$ cat config.mk
export PLATFORM = sky130hd
export DESIGN_NAME = lf_clkdiv_prog
export DESIGN_NICKNAME = d
export VERILOG_FILES = /design/src/rtl/lf_clkdiv_prog.sv
export SDC_FILE = /design/constraint.sdc
export NUM_CORES = 1
export LEC_CHECK = 0
export ABC_AREA = 0
export CAP_MARGIN = 20
export CORE_ASPECT_RATIO = 0.9
export CORE_UTILIZATION = 55
export CTS_CLUSTER_DIAMETER = 80
export DETAILED_ROUTE_END_ITERATION = 7
export GPL_TIMING_DRIVEN = 0
export MAX_ROUTING_LAYER = met4
export PLACE_DENSITY = 0.79
export SKIP_LAST_GASP = 1
export SLEW_MARGIN = 15
export SYNTH_ARGS = -nofsm -noshare
export SYNTH_HDL_FRONTEND = slang
export SYNTH_SLANG_ARGS = --single-unit
$ cat constraint.sdc
create_clock -name clk_625mhz_s -period 4.1 [get_ports clk_625mhz_s]
set_input_delay 0.82 -clock clk_625mhz_s [delete_from_list [all_inputs] [get_ports clk_625mhz_s]]
set_output_delay 0.82 -clock clk_625mhz_s [all_outputs]
set_load 0.1 [all_outputs]
$ cat src/rtl/lf_clkdiv_prog.sv
// lf_clkdiv_prog
//   Programmable low-frequency clock divider for the LPF/downsampler path.
//   Divides clk_625mhz_s by an even, run-time ratio into a 50% duty clk_lf_o
//   and emits a one-cycle lf_strobe_o in the cycle clk_lf_o rises. Ratio
//   changes made while running are held in a shadow register and applied
//   only on a period boundary, so clk_lf_o never glitches.
//
// Ports
//   clk_625mhz_s  in   clock
//   por_rstn_s    in   asynchronous active-low reset
//   enable_i      in   run request (level)
//   div_ratio_i   in   requested divide ratio (CNT_W)
//   div_load_i    in   one-cycle pulse, load div_ratio_i
//   clk_lf_o      out  divided clock (registered)
//   lf_strobe_o   out  one-cycle pulse on each clk_lf_o rising edge
//   div_busy_o    out  legal ratio pending, not yet applied
//   div_err_o     out  sticky: last load was illegal
//   cur_ratio_o   out  ratio currently in use (CNT_W)
//   period_cnt_o  out  completed clk_lf_o periods, saturating (LF_PERIOD_CNT_EN only)
//
// Build option
//   LF_PERIOD_CNT_EN : adds period_cnt_o and its counter.
//
// States
//   IDLE | cnt held at 0, clk_lf_o low
//   RUN  | counting 0..R-1, enable_i high
//   STOP | enable dropped, finishing the current period
module lf_clkdiv_prog #(
  parameter int CNT_W       = 6,
  parameter int DIV_DEFAULT = 16
) (
  input  logic             clk_625mhz_s,
  input  logic             por_rstn_s,
  input  logic             enable_i,
  input  logic [CNT_W-1:0] div_ratio_i,
  input  logic             div_load_i,
  output logic             clk_lf_o,
  output logic             lf_strobe_o,
  output logic             div_busy_o,
  output logic             div_err_o,
  output logic [CNT_W-1:0] cur_ratio_o
`ifdef LF_PERIOD_CNT_EN
  ,
  output logic [15:0]      period_cnt_o
`endif
);

  localparam logic [CNT_W-1:0] DIV_DEF_C = CNT_W'(DIV_DEFAULT);
  localparam logic [CNT_W-1:0] ZERO_C    = '0;
  localparam logic [CNT_W-1:0] ONE_C     = CNT_W'(1);

  typedef enum logic [1:0] {
    ST_IDLE = 2'd0,
    ST_RUN  = 2'd1,
    ST_STOP = 2'd2
  } state_t;

  state_t           state_q, state_d;
  logic [CNT_W-1:0] cnt_q, cnt_d;
  logic [CNT_W-1:0] ratio_q, ratio_d;
  logic [CNT_W-1:0] shadow_q, shadow_d;
  logic             busy_q, busy_d;
  logic             err_q, err_d;
  logic             clk_lf_q, clk_lf_d;
  logic             strobe_q, strobe_d;

  logic             load_legal;
  logic             load_bad;
  logic             wrap;
  logic             apply;

  // Even and non-zero is the same as even and >= 2.
  assign load_legal = div_load_i && !div_ratio_i[0] && (div_ratio_i != ZERO_C);
  assign load_bad   = div_load_i && !load_legal;
  assign wrap       = (state_q != ST_IDLE) && (cnt_q == (ratio_q - ONE_C));

  always_comb begin
    state_d  = state_q;
    cnt_d    = cnt_q;
    ratio_d  = ratio_q;
    shadow_d = shadow_q;
    busy_d   = busy_q;
    err_d    = err_q;
    apply    = 1'b0;

    if (load_legal) begin
      err_d = 1'b0;
    end else if (load_bad) begin
      err_d = 1'b1;
    end

    case (state_q)
      ST_IDLE: begin
        cnt_d = ZERO_C;
        if (load_legal) begin
          ratio_d  = div_ratio_i;
          shadow_d = div_ratio_i;
          apply    = 1'b1;
        end
        if (enable_i) begin
          state_d = ST_RUN;
        end
      end
      ST_RUN, ST_STOP: begin
        if (load_legal) begin
          shadow_d = div_ratio_i;
        end
        if (wrap) begin
          cnt_d  = ZERO_C;
          busy_d = 1'b0;
          // A load landing on the wrap cycle itself bypasses the shadow.
          if (load_legal) begin
            ratio_d = div_ratio_i;
            apply   = 1'b1;
          end else if (busy_q) begin
            ratio_d = shadow_q;
            apply   = 1'b1;
          end
          state_d = enable_i ? ST_RUN : ST_IDLE;
        end else begin
          cnt_d = cnt_q + ONE_C;
          if (load_legal) begin
            busy_d = 1'b1;
          end
          state_d = enable_i ? ST_RUN : ST_STOP;
        end
      end
      default: begin
        state_d = ST_IDLE;
        cnt_d   = ZERO_C;
      end
    endcase

    // Threshold uses the ratio of the period cnt_d belongs to, so a new
    // ratio takes effect from cnt=0 of the following period.
    clk_lf_d = (state_d != ST_IDLE) && (cnt_d < (ratio_d >> 1));
    strobe_d = clk_lf_d && !clk_lf_q;
  end

  always_ff @(posedge clk_625mhz_s or negedge por_rstn_s) begin
    if (!por_rstn_s) begin
      state_q  <= ST_IDLE;
      cnt_q    <= ZERO_C;
      ratio_q  <= DIV_DEF_C;
      shadow_q <= DIV_DEF_C;
      busy_q   <= 1'b0;
      err_q    <= 1'b0;
      clk_lf_q <= 1'b0;
      strobe_q <= 1'b0;
    end else begin
      state_q  <= state_d;
      cnt_q    <= cnt_d;
      ratio_q  <= ratio_d;
      shadow_q <= shadow_d;
      busy_q   <= busy_d;
      err_q    <= err_d;
      clk_lf_q <= clk_lf_d;
      strobe_q <= strobe_d;
    end
  end

  assign clk_lf_o    = clk_lf_q;
  assign lf_strobe_o = strobe_q;
  assign div_busy_o  = busy_q;
  assign div_err_o   = err_q;
  assign cur_ratio_o = ratio_q;

`ifdef LF_PERIOD_CNT_EN
  logic [15:0] pcnt_q;

  // A ratio change restarts the count; otherwise every wrap is one
  // completed period.
  always_ff @(posedge clk_625mhz_s or negedge por_rstn_s) begin
    if (!por_rstn_s) begin
      pcnt_q <= 16'd0;
    end else if (apply) begin
      pcnt_q <= 16'd0;
    end else if (wrap && (pcnt_q != 16'hFFFF)) begin
      pcnt_q <= pcnt_q + 16'd1;
    end
  end

  assign period_cnt_o = pcnt_q;
`else
  // No period counter in this build; apply is only used by it.
  logic unused_apply;
  assign unused_apply = apply;
`endif

endmodule

==> impl_metrics.json <==
{
  "dp.cells": 223,
  "combPwrFrac": 0.657,
  "status": "finished clean",
  "setup_ws_ps": 207,
  "std_cell_rows": 18,
  "powerDensity_nw_per_um2": 755,
  "synthXorXnorAreaFrac": 0.0552,
  "cpPeakStageDelay_ps": 570,
  "cts_resized": 0,
  "max_freq_mhz": 257,
  "seqCellArea_um2": 603,
  "endpoint_kind": "register",
  "async_reset_ff_frac": 1.00,
  "yosys.area_share.adder": 0.0631,
  "final-setup-viol-count": 0,
  "die_w_um": 58.6,
  "final_cells": 227,
  "wl_per_cell_um": 15.3,
  "synth_edf_count": 0,
  "hp-class": "input port to async pin",
  "syn_area_per_cell_um2": 9.67,
  "die_y_um": 52.9,
  "reg2reg_to": "clk_lf_o$_DFF_PN0_",
  "cap_violations": 0,
  "place_hpwl_um": 2660,
  "timing.critical_path.required_ps": 4300,
  "total_leakage_power_nw": 0.819,
  "start_util": 0.577,
  "numClockSinks": 24,
  "cp_slowest_cell": "or4_4",
  "fin_nets": 206,
  "insertion_delay_ps": 310,
  "cp.arrival_ps": 4090,
  "clk_pin_slew_ps": 140,
  "crit_family": "simple AND/OR/NAND/NOR gates",
  "path_class": "input port to register",
  "place_area_um2": 1830,
  "synth_top_cell_area_share": 0.347,
  "p_int_uw": 658,
  "dp_slack_ps": -85.8,
  "fin_crit_ps": 3890,
  "setup.worst_path.start_class": "input port",
  "drt-met1-wl_um": 1550,
  "antenna_cells": 0,
  "grt_antenna_before_repair": 0,
  "netlist_instances": 164,
  "slew_headroom": 0.350,
  "numCtsBuffers": 3,
  "power_switching_uw": 736,
  "synth.distinct_cells": 46,
  "portBuffers": 19,
  "yosysWarnings": 0,
  "hold_buffers": 0,
  "multi_input_area_um2": 932,
  "post_cts_buffers": 0,
  "dr.first_iter.drc_count": 71,
  "synth_compound_area_frac": 0.231,
  "grt_pass1_vias": 1318,
  "finalCritPeriodShare": 0.950,
  "grtUsageTotal": 0.265,
  "finalWirelength_um": 3480,
  "grt_max_degree": 25,
  "r2r_setup_slack_ps": 480,
  "drtAntennaViolNets": 0,
  "crit_buf_inv": 1,
  "routed.top_layer": "met4",
  "grt_overflow": 0,
  "synth_flop_cell": "dfrtp_1",
  "hold_viol_final": 0,
  "cp_cell_sequence": "clkdlybuf4s50_1, or4_4, o21ai_4, nand3b_1, nor4_1, and2_1, a221oi_1, ha_1, and3_1, o2111ai_1, nor3b_1, nor3_1",
  "num_io_pins": 20,
  "syn-num-nets": 182,
  "r2r_cells": 13,
  "htreeDepth": 1,
  "ir_worst_vdd_mv": 0.405,
  "vias_per_cell": 5.90,
  "syn_area_um2": 1590,
  "clockBufferDepth": 2,
  "clkPwrFrac": 0.078,
  "wl_met3_um": 184,
  "synthSimpleGateAreaFrac": 0.232,
  "swShare": 0.528,
  "muxShareOfSynthArea": 0.00631,
  "cts_root_buf": "clkbuf_4",
  "grt_pass1_wl_um": 5890,
  "totalPowerFinal_mw": 1.39,
  "syn_to_final_growth_pct": 16.5,
  "setup_tns_ps": 0,
  "finalWeightedCongestion": 0.894,
  "wl_met2_um": 1710,
  "dieArea_um2": 3100,
  "slew_viol_final": 0,
  "drive_above_1_share": 0.112,
  "fill_cells": 244,
  "dr.pass1.iters": 4,
  "yosysTopAreaCell": "dfrtp_1",
  "synthTopCellsByArea": "dfrtp_1 35%, ha_1 6.3%, nand2_1 5.2%",
  "critPathMaxFanout": 8,
  "num_vias": 1340,
  "synth_common_cells": "22 x dfrtp_1, 22 x nand2_1, 13 x nor2_1",
  "ys_seq_area_frac": 0.380,
  "synth_top_family_by_area": "simple AND/OR/NAND/NOR gates",
  "worst_slew_pin_slew_ps": 971,
  "ys_seq_elements": 24,
  "p_seq_frac": 0.264,
  "fin_skew_ps": 9.36,
  "remaining_drc_errors": 0,
  "cts_tree": "done",
  "rsz0062_at_grt": "false",
  "fin_area_um2": 1850,
  "coreArea_um2": 2750,
  "rr_startpoint": "cur_ratio_o[1]$_DFF_PN0_"
}
kinds of logic after synthesis:
group                      after synthesis
buffers and inverters                   13
AOI/OAI and AO/OA                       41
adders and majority gates                8
DFF                                     24
and+or+nand+nor                         67
muxes                                    1
xor gates and xnor gates                10
sequential cells by signal, summed over array words and instances (netlist names):
signal and flops:
cnt_q 6, cur_ratio_o 6, clk_lf_o 1, lf_strobe_o 1
div_err_o 1, div_busy_o 1, shadow_q 6, state_q 2
worst max path at each step:
stage | start | slack [ps] | to | depth (start not counted)
3_5_place_dp | div_ratio_i[2] | -90 | clk_lf_o$_DFF_PN0_ | 12
2_1_floorplan | cur_ratio_o[1]$_DFF_PN0_ | 140 | lf_strobe_o$_DFF_PN0_ | 13
4_1_cts | div_ratio_i[2] | 270 | clk_lf_o$_DFF_PN0_ | 12
5_1_grt | div_ratio_i[2] | 50 | clk_lf_o$_DFF_PN0_ | 12
6_report | div_ratio_i[2] | 210 | clk_lf_o$_DFF_PN0_ | 12
3_3_place_gp | div_ratio_i[2] | -10 | clk_lf_o$_DFF_PN0_ | 12
power by group through the flow:
stage / Sequential [mW] / Combinational, mW / Clock (mW)
2_1_floorplan: 0.541 / 0.543 / 0
3_3_place_gp: 0.369 / 0.884 / 0
3_5_place_dp: 0.373 / 0.906 / 0
4_1_cts: 0.368 / 0.911 / 0.111
5_1_grt: 0.377 / 1.00 / 0.122
6_report: 0.369 / 0.916 / 0.109
worst register-to-register path, stage by stage, from the launching register on:
cell,delay [ps]
dfrtp_1,470
inv_1,120
ha_1,240
nand2b_1,170
o211a_1,160
o31a_4,390
o21ai_4,330
nand4b_4,180
a221oi_1,420
ha_1,200
and3_1,220
o2111ai_1,130
nor3b_1,380
nor3_1,110
per-stage QoR:
stage | utilization | hold slack, ps
2_1_floorplan | - | 436
3_3_place_gp | 0.664 | 439
3_5_place_dp | 0.664 | 441
4_1_cts | 0.674 | 464
5_1_grt | 0.672 | 475
6_report | 0.672 | 467
cell type report:
class | instances | share of cell area
Buffer | 5 | 0.0108
Clock buffer | 4 | 0.0142
Inverter | 8 | 0.0163
Multi-Input combinational cell | 127 | 0.505
Sequential cell | 24 | 0.327
Tap cell | 40 | 0.0271
Timing Repair Buffer | 19 | 0.100
placed cells by master, fill, tap and decap left out, types with 3 or more instances in the layout:
cell and n:
nor3_1 4, inv_1 8, clkbuf_1 5, o211ai_1 3
a221o_1 3, and2_1 4, xor2_1 7, nand2b_1 6
xnor2_1 3, a21oi_1 8, clkdlybuf4s50_1 18, o21ai_0 5
nand2_1 22, a31o_2 3, ha_1 8, dfrtp_1 22
nand3_1 3, clkbuf_4 3, a221oi_1 3, nor2_1 13
routing by layer:
metal,GRT usage,up-vias
li1,-,642
met4,0.107,0
met2,0.431,36
met1,0.334,658
met3,0.0391,4
met5,-,-
(Power assumes the default switching activity.)
